==> src/rtl/jtag_tap.sv <==
//------------------------------------------------------------------------------
// jtag_tap : JTAG TAP controller oversampled in the io_clk domain
// Rev 1.0  : IDCODE / USER / BYPASS data registers, 4-bit IR
//------------------------------------------------------------------------------
`default_nettype none

module jtag_tap #(
  parameter logic [31:0] IDCODE = 32'h10002FFF
) (
  input  logic        io_clk,
  input  logic        io_reset,
  input  logic        io_jtag_tck,
  input  logic        io_jtag_tms,
  input  logic        io_jtag_tdi,
  output logic        io_jtag_tdo,
  input  logic [31:0] io_user_capture,
  output logic [31:0] io_user_data,
  output logic        io_user_update,
  output logic [3:0]  io_tap_state
);

  typedef enum logic [3:0] {
    TLR    = 4'd0,  RTI    = 4'd1,  SEL_DR = 4'd2,  CAP_DR = 4'd3,
    SH_DR  = 4'd4,  EX1_DR = 4'd5,  PA_DR  = 4'd6,  EX2_DR = 4'd7,
    UP_DR  = 4'd8,  SEL_IR = 4'd9,  CAP_IR = 4'd10, SH_IR  = 4'd11,
    EX1_IR = 4'd12, PA_IR  = 4'd13, EX2_IR = 4'd14, UP_IR  = 4'd15
  } tap_state_t;

  localparam logic [3:0] IR_IDCODE = 4'h1;
  localparam logic [3:0] IR_USER   = 4'h2;

  tap_state_t  state_q, state_d;
  logic [2:0]  tck_s_q, tck_s_d;
  logic [1:0]  tms_s_q, tms_s_d;
  logic [1:0]  tdi_s_q, tdi_s_d;
  logic [3:0]  ir_q, ir_d;
  logic [3:0]  ir_sr_q, ir_sr_d;
  logic [31:0] dr_sr_q, dr_sr_d;
  logic        byp_q, byp_d;
  logic        tdo_q, tdo_d;
  logic [31:0] user_data_q, user_data_d;
  logic        update_q, update_d;

  logic tck_rise, tck_fall, tms, tdi, dr_is_32;

  assign tck_s_d  = {tck_s_q[1:0], io_jtag_tck};
  assign tms_s_d  = {tms_s_q[0], io_jtag_tms};
  assign tdi_s_d  = {tdi_s_q[0], io_jtag_tdi};
  assign tck_rise = tck_s_q[1] & ~tck_s_q[2];
  assign tck_fall = ~tck_s_q[1] & tck_s_q[2];
  assign tms      = tms_s_q[1];
  assign tdi      = tdi_s_q[1];
  // Unknown instruction codes fall through to the 1-bit bypass register.
  assign dr_is_32 = (ir_q == IR_IDCODE) || (ir_q == IR_USER);

  always_ff @(posedge io_clk) begin
    if (!io_reset) begin
      state_q     <= TLR;
      tck_s_q     <= '0;
      tms_s_q     <= '0;
      tdi_s_q     <= '0;
      ir_q        <= IR_IDCODE;
      ir_sr_q     <= '0;
      dr_sr_q     <= '0;
      byp_q       <= 1'b0;
      tdo_q       <= 1'b0;
      user_data_q <= '0;
      update_q    <= 1'b0;
    end else begin
      state_q     <= state_d;
      tck_s_q     <= tck_s_d;
      tms_s_q     <= tms_s_d;
      tdi_s_q     <= tdi_s_d;
      ir_q        <= ir_d;
      ir_sr_q     <= ir_sr_d;
      dr_sr_q     <= dr_sr_d;
      byp_q       <= byp_d;
      tdo_q       <= tdo_d;
      user_data_q <= user_data_d;
      update_q    <= update_d;
    end
  end

  always_comb begin
    state_d = state_q;
    if (tck_rise) begin
      case (state_q)
        TLR:     state_d = tms ? TLR    : RTI;
        RTI:     state_d = tms ? SEL_DR : RTI;
        SEL_DR:  state_d = tms ? SEL_IR : CAP_DR;
        CAP_DR:  state_d = tms ? EX1_DR : SH_DR;
        SH_DR:   state_d = tms ? EX1_DR : SH_DR;
        EX1_DR:  state_d = tms ? UP_DR  : PA_DR;
        PA_DR:   state_d = tms ? EX2_DR : PA_DR;
        EX2_DR:  state_d = tms ? UP_DR  : SH_DR;
        UP_DR:   state_d = tms ? SEL_DR : RTI;
        SEL_IR:  state_d = tms ? TLR    : CAP_IR;
        CAP_IR:  state_d = tms ? EX1_IR : SH_IR;
        SH_IR:   state_d = tms ? EX1_IR : SH_IR;
        EX1_IR:  state_d = tms ? UP_IR  : PA_IR;
        PA_IR:   state_d = tms ? EX2_IR : PA_IR;
        EX2_IR:  state_d = tms ? UP_IR  : SH_IR;
        UP_IR:   state_d = tms ? SEL_DR : RTI;
        default: state_d = TLR;
      endcase
    end
  end

  always_comb begin
    ir_d        = ir_q;
    ir_sr_d     = ir_sr_q;
    dr_sr_d     = dr_sr_q;
    byp_d       = byp_q;
    tdo_d       = tdo_q;
    user_data_d = user_data_q;
    update_d    = 1'b0;

    // Capture and shift act on the state being left at the TCK rise.
    if (tck_rise) begin
      case (state_q)
        CAP_IR: ir_sr_d = 4'b0101;
        SH_IR:  ir_sr_d = {tdi, ir_sr_q[3:1]};
        CAP_DR: begin
          if (ir_q == IR_IDCODE)    dr_sr_d = IDCODE;
          else if (ir_q == IR_USER) dr_sr_d = io_user_capture;
          else                      byp_d   = 1'b0;
        end
        SH_DR: begin
          if (dr_is_32) dr_sr_d = {tdi, dr_sr_q[31:1]};
          else          byp_d   = tdi;
        end
        default: ;
      endcase
    end

    if (tck_fall) begin
      case (state_q)
        UP_IR: ir_d = ir_sr_q;
        UP_DR: begin
          if (ir_q == IR_USER) begin
            user_data_d = dr_sr_q;
            update_d    = 1'b1;
          end
        end
        default: ;
      endcase
      case (state_q)
        SH_IR:   tdo_d = ir_sr_q[0];
        SH_DR:   tdo_d = dr_is_32 ? dr_sr_q[0] : byp_q;
        default: tdo_d = 1'b0;
      endcase
    end

    if (state_q == TLR) ir_d = IR_IDCODE;
  end

  assign io_jtag_tdo    = tdo_q;
  assign io_user_data   = user_data_q;
  assign io_user_update = update_q;
  assign io_tap_state   = state_q;

endmodule

`default_nettype wire
==> config.mk <==
export PLATFORM = sky130hd
export DESIGN_NAME = jtag_tap
export DESIGN_NICKNAME = d
export VERILOG_FILES = /design/src/rtl/jtag_tap.sv
export SDC_FILE = /design/constraint.sdc
export NUM_CORES = 1
export LEC_CHECK = 0
export CAP_MARGIN = 20
export CORE_MARGIN = 2
export CORE_UTILIZATION = 51
export DETAILED_ROUTE_END_ITERATION = 12
export PLACE_DENSITY = 0.85
export SETUP_SLACK_MARGIN = 0.4
export SLEW_MARGIN = 20
export SYNTH_ARGS = -nofsm -noshare
export SYNTH_HDL_FRONTEND = slang
export SYNTH_SLANG_ARGS = --single-unit
==> constraint.sdc <==
create_clock -name io_clk -period 1.84 [get_ports io_clk]
set_input_delay 0.368 -clock io_clk [delete_from_list [all_inputs] [get_ports io_clk]]
set_output_delay 0.368 -clock io_clk [all_outputs]
set_load 0.02 [all_outputs]
* Word-level counts from Yosys, hierarchy flattened
Cells that the tools add are included.
Word-level totals: output and inout bits 38, bits of input ports 37, word-level logic and storage cells 77, bits in registers 86
Operators by class: bitwise operators 5, reductions and logical operators 14, multiplexer cells 25, equality and inequality tests 22
Operator list (count):
- 2-to-1 mux 32 bit | 3
- one-hot mux 32 bit (2 select lines) | 1
- one-hot mux 4 bit (12 select lines) | 1
- equality test 4 bit (second input constant) | 8
- equality test 4 x 3 -> 1 bit (second input constant) | 4
- 2-to-1 mux 4 bit | 4
- equality test 4 x 2 -> 1 bit (second input constant) | 3
- equality test 4 x 1 -> 1 bit (second input constant) | 2
- 2-to-1 mux 1 bit | 8
- != test 2 bit (second input constant) | 4
- one-hot mux 4 bit (2 select lines) | 1
- 2-to-1 mux 2 bit | 3
- 2-to-1 mux 3 bit | 2
- AND reduction 3 bit | 2
- OR reduction 2 bit | 3
- AND reduction 5 bit | 1
- zero test 4 bit | 1
- one-hot mux 1 bit (2 select lines) | 2
- AND reduction 2 bit | 2
- AND reduction 4 bit | 1
- nonzero test 2 bit | 2
- != test 3 bit (second input constant) | 1
- NOT 1 bit | 3
- OR reduction 3 bit | 1
- 2 further kinds | 3

* Longest topological paths before layout
depth in word-level cells 4, mapped depth 8, gate-level depth less buffers 4

* Worst setup path before layout
No wires, ideal clock.
path kind reg-to-reg, start point register state_q[2], in the netlist io_tap_state[2], end point register dr_sr_q[26], stages on the path, launching flop included 9, clock period less this slack 1.804 ns, library setup time 0.119 ns, arrival 1.685 ns, buffers on the path 4, data required time 1.721 ns, setup slack 0.036 ns, path through dfxtp_1 buf_2 nor3b_2 o2111ai_2 buf_6 and2_4 buf_6 buf_12 o2bb2ai_2
On the way: longest elaborated chain between the ends 3, elaborated cells on any way between the ends 7, those cells by class eq/ne (4); mux (1); reduce/logical (2)
RTL lines:
- start, declared | RTL line 32 | tap_state_t state_q, state_d;
- start signal, assigned | RTL line 70 | state_q <= state_d;
- equality test 4 x 2 -> 1 bit or equality test 4 x 3 -> 1 bit (tied branches) | RTL line 120 | case (state_q)
- != test 3 bit (no line), or another cell as far along
- AND reduction 4 bit (no line)
- end signal, assigned | RTL line 76 | dr_sr_q <= dr_sr_d;
- end, declared | RTL line 38 | logic [31:0] dr_sr_q, dr_sr_d;
Parallel ways exist; a longest one is shown, timed or not. A chain may end at the register's enable or synchronous reset.

* Worst setup path in the final report
start point register state_q[1], in the netlist io_tap_state[1], end point register dr_sr_q[31]
Same word-level chain as after synthesis.

==> flow_metrics.env <==
export IMPL_remaining_drc_errors=0
export IMPL_post_place_cells=524
export IMPL_fmax_mhz=587
export IMPL_fp_coreArea_mm2=0.00687
export IMPL_cts_hold_fix_buffers=0
export IMPL_hold_class="flop to flop"
export IMPL_first_global_vias=3617
export IMPL_totalNegativeSetupSlack_ns=0
export IMPL_share_of_flip_flops_with_an_asynchronous_set_or_reset_pct=0
export IMPL_status="finished clean"
export IMPL_path_delay_family="compound AO/OA/AOI/OAI gates"
export IMPL_initial_core_util_pct=53.4
export IMPL_critPathSlowestCell="dfxtp_4"
export IMPL_met3RoutedLength_um=1290
export IMPL_regToRegStartpoint="io_tap_state[1]"
export IMPL_timing_final_setup_violations=0
export IMPL_critical_path_endpoint_type="flop"
export IMPL_crit_arrival_ns=2.00
export IMPL_post_synth_edffs=0
export IMPL_final_cells=584
export IMPL_holdPathEnd="tms_s_q[1]"
export IMPL_clkSlewWorstSetupHoldPaths_ns=0.10
export IMPL_worst_skew_pair_late_latency_ns=0.38
export IMPL_synth_seq_area_share_pct=46.9
export IMPL_gp_routability_congestion=0.875
export IMPL_port_buffer_count=74
export IMPL_htree_levels=3
export IMPL_timing_critical_path_buf_inv=3
export IMPL_irDropWorstVdd_mv=0.746
export IMPL_crit_type="flop to flop"
export IMPL_max_slew_margin_rel_pct=64.0
export IMPL_synth_simple_gate_area_share_pct=15.0
export IMPL_cts_sinks=86
export IMPL_route_detailed_wl_per_inst_um=24.3
export IMPL_synth_compound_gate_area_share_pct=21.7
export IMPL_row_cnt=30
export IMPL_final_min_clock_period_ns=1.70
export IMPL_die_height_um=88.8
export IMPL_final_max_slew_viol_count=0
export IMPL_synth_ff_latch_count=86
export IMPL_syn_area_per_cell_um2=10.0
export IMPL_detailedRoute_firstPassIterationCount=5
export IMPL_finalHoldViolations=0
export IMPL_yosys_area_share_adder_pct=0
export IMPL_fp_dieW_um=88.8
export IMPL_highest_count_cells_in_the_layout_ignoring_fill_and_taps="dfxtp_1, nor2_1, clkdlybuf4s50_1, mux2i_1, buf_4"
export IMPL_floorplan_die_area_mm2=0.00789
export IMPL_detail_route_wirelength_met1_um=5050
export IMPL_syn_inst=367
export IMPL_r2r_slack_ns=0.14
export IMPL_viasPerCell=6.36
export IMPL_pin_count_of_the_biggest_net_entering_global_routing=35
export IMPL_grt_first_pass_wirelength_um=19500
export IMPL_first_iter_violations=340
export IMPL_syn_area_mm2=0.00367
export IMPL_layout_commonest_cell="dfxtp_1"
export IMPL_postSynth_topFlopCell="dfxtp_1"
export IMPL_fin_worst_skew_ns=0.0147
export IMPL_max_clock_path_buffers=2
export IMPL_worstHoldStart="tms_s_q[0]"
export IMPL_synthesis_nets=404
export IMPL_proportion_of_layout_cells_with_a_drive_suffix_above_1_pct=40.0
export IMPL_detail_route_antenna_nets=0
export IMPL_synth_area_mux_share_pct=10.1
export IMPL_tritoncts="built"
export IMPL_grt_remaining_overflow=0
export IMPL_critical_path_startpoint_type="flop"
export IMPL_tritoncts_buffer_count=9
export IMPL_ctsRootBufferMaster="clkbuf_8"
export IMPL_maxCapViolations=0
export IMPL_routed_via_count=3712
export IMPL_timing_worst_slew_pin_value_ns=0.534
export IMPL_grt_setup_unrepaired="true"
export IMPL_crit_top_cell="buf_6"
export IMPL_insertedDiodeCount=0
export IMPL_yosys_warnings=0
export IMPL_worst_endpoint_required_ns=2.14
export IMPL_worst_reg2reg_endpoint="dr_sr_q[31]"
export IMPL_leakage_nw=2.27
export IMPL_drt_total_wl_um=14200
export IMPL_critical_path_peak_fanout=4
export IMPL_synth_lib_cells_used_distinct=49
export IMPL_ff2ff_path_depth=7
export IMPL_power_per_cell_area_mw_per_mm2=601
export IMPL_critical_path_cell_chain="buf_6, and3b_1, o2111ai_2, buf_6, buf_12, and2_4, o2bb2ai_4"
export IMPL_grt_util_all_layers_pct=33.1
export IMPL_met2RoutedLength_um=7030
export IMPL_area_growth_syn_to_layout_pct=57.6
export IMPL_highest_signal_layer="met4"
export IMPL_yosys_area_share_xor_xnor_pct=0.477
export IMPL_antenna_violations_before_repair=0
export IMPL_layout_worst_path_cycle_share_pct=92.6
export IMPL_detailed_place_hpwl_um=5960
export IMPL_worst_path_largest_cell_delay_ns=0.38
export IMPL_layout_nets=520
export IMPL_num_io_pins=75
export IMPL_timing_hold_worst_path_depth=1
export IMPL_largest_family_of_logic_cells_by_synthesized_area="compound AO/OA/AOI/OAI gates"
## final cells by class
type / instances / area [um^2]
Timing Repair Buffer: 134 / 1490
Clock buffer: 10 / 138
Inverter: 6 / 22.5
Clock inverter: 6 / 52.6
Sequential cell: 86 / 1740
Multi-Input combinational cell: 246 / 2220
Tap cell: 96 / 120
Fill cell: 348 / 1090
## synthesized netlist by cell type, types with 2 or more instances
| cell type | count | area (um^2) |
|---|---|---|
| buf_2 | 10 | 50.1 |
| buf_6 | 3 | 33.8 |
| o41ai_1 | 2 | 17.5 |
| a22oi_1 | 18 | 135 |
| nand2b_1 | 4 | 25.0 |
| nand3b_1 | 3 | 22.5 |
| clkbuf_1 | 14 | 52.6 |
| buf_4 | 4 | 30.0 |
| nand4_1 | 2 | 12.5 |
| mux2i_1 | 36 | 360 |
| nor3b_2 | 2 | 25.0 |
| o2bb2ai_2 | 10 | 150 |
| a21oi_1 | 8 | 40.0 |
| o211ai_1 | 2 | 15.0 |
| or3b_2 | 2 | 17.5 |
| inv_1 | 6 | 22.5 |
| a311oi_1 | 2 | 17.5 |
| and2_1 | 8 | 50.1 |
| o21ai_0 | 16 | 80.1 |
| a31oi_1 | 2 | 12.5 |
| nor2b_1 | 4 | 25.0 |
| nand2_1 | 10 | 37.5 |
| dfxtp_1 | 86 | 1720 |
| o2bb2ai_1 | 8 | 70.1 |
| a211oi_1 | 2 | 15.0 |
| o21ai_1 | 10 | 50.1 |
| nor2_1 | 39 | 146 |
| nand3_1 | 20 | 100 |
| o221ai_1 | 14 | 123 |
## per-layer routing
| metal | up-vias | GRT usage [%] |
|---|---|---|
| met1 | 1751 | 40.4 |
| met3 | 81 | 7.56 |
| li1 | 1594 | - |
| met4 | 0 | 14.9 |
| met5 | - | 0 |
| met2 | 286 | 55.8 |
## metrics by stage
step                      setup slack (ns)  power (mW)  area (um^2)  hold slack (ns)  util [%]
after detailed placement             0.104        2.13         4600            0.429      67.0
after CTS                            0.248        3.40         5460            0.450      79.5
final                                0.135        3.48         5780            0.443      84.2
after global routing                 0.117        3.58         5780            0.454      84.2
after floorplan                      0.219        2.01         3800            0.412         -
after global placement               0.135        2.13         4600            0.416      67.0
## power by group
group	internal, mW	leakage (nW)	total (mW)	switching (mW)
Clock	0.552	0.0967	1.33	0.780
Combinational	0.132	1.48	0.260	0.128
Sequential	1.87	0.699	1.88	0.0170
Total	2.55	2.27	3.48	0.925
## what timing repair did
action	in CTS	in global routing
endpoints found under the setup margin	107	109
cloned	11	3
pin swaps	14	15
gates resized for setup	121	94
buffers inserted	23	7
## cell families after synthesis
family                 after synthesis
AO/OA/AOI/OAI                      101
XOR/XNOR                             2
buffers and inverters               39
flip-flops                          86
multiplexers                        37
AND/OR/NAND/NOR                    102
## sequential cells by signal, indices dropped and copies added (netlist names)
| signal | flops |
|---|---|
| ir_q | 4 |
| io_user_data | 32 |
| byp_q | 1 |
| io_tap_state | 4 |
| ir_sr_q | 4 |
| tdi_s_q | 2 |
| dr_sr_q | 32 |
| io_jtag_tdo | 1 |
| tms_s_q | 2 |
| tck_s_q | 3 |
| io_user_update | 1 |
## how the worst max path moves through the flow
stage | to | cells past startpoint | from
floorplan | dr_sr_q[26] | 8 | io_tap_state[2]
global placement | dr_sr_q[17] | 5 | io_reset
detailed placement | dr_sr_q[29] | 5 | io_reset
CTS | io_tap_state[3] | 2 | io_tap_state[3]
global route | dr_sr_q[31] | 7 | io_tap_state[1]
finish | dr_sr_q[31] | 7 | io_tap_state[1]
## worst register-to-register path, stage by stage (launching register included)
cell and delay, ns:
dfxtp_4 0.38, buf_6 0.12, and3b_1 0.20, o2111ai_2 0.28, buf_6 0.19, buf_12 0.11
and2_4 0.20, o2bb2ai_4 0.15
No activity file was read; power rests on OpenSTA's default activity.
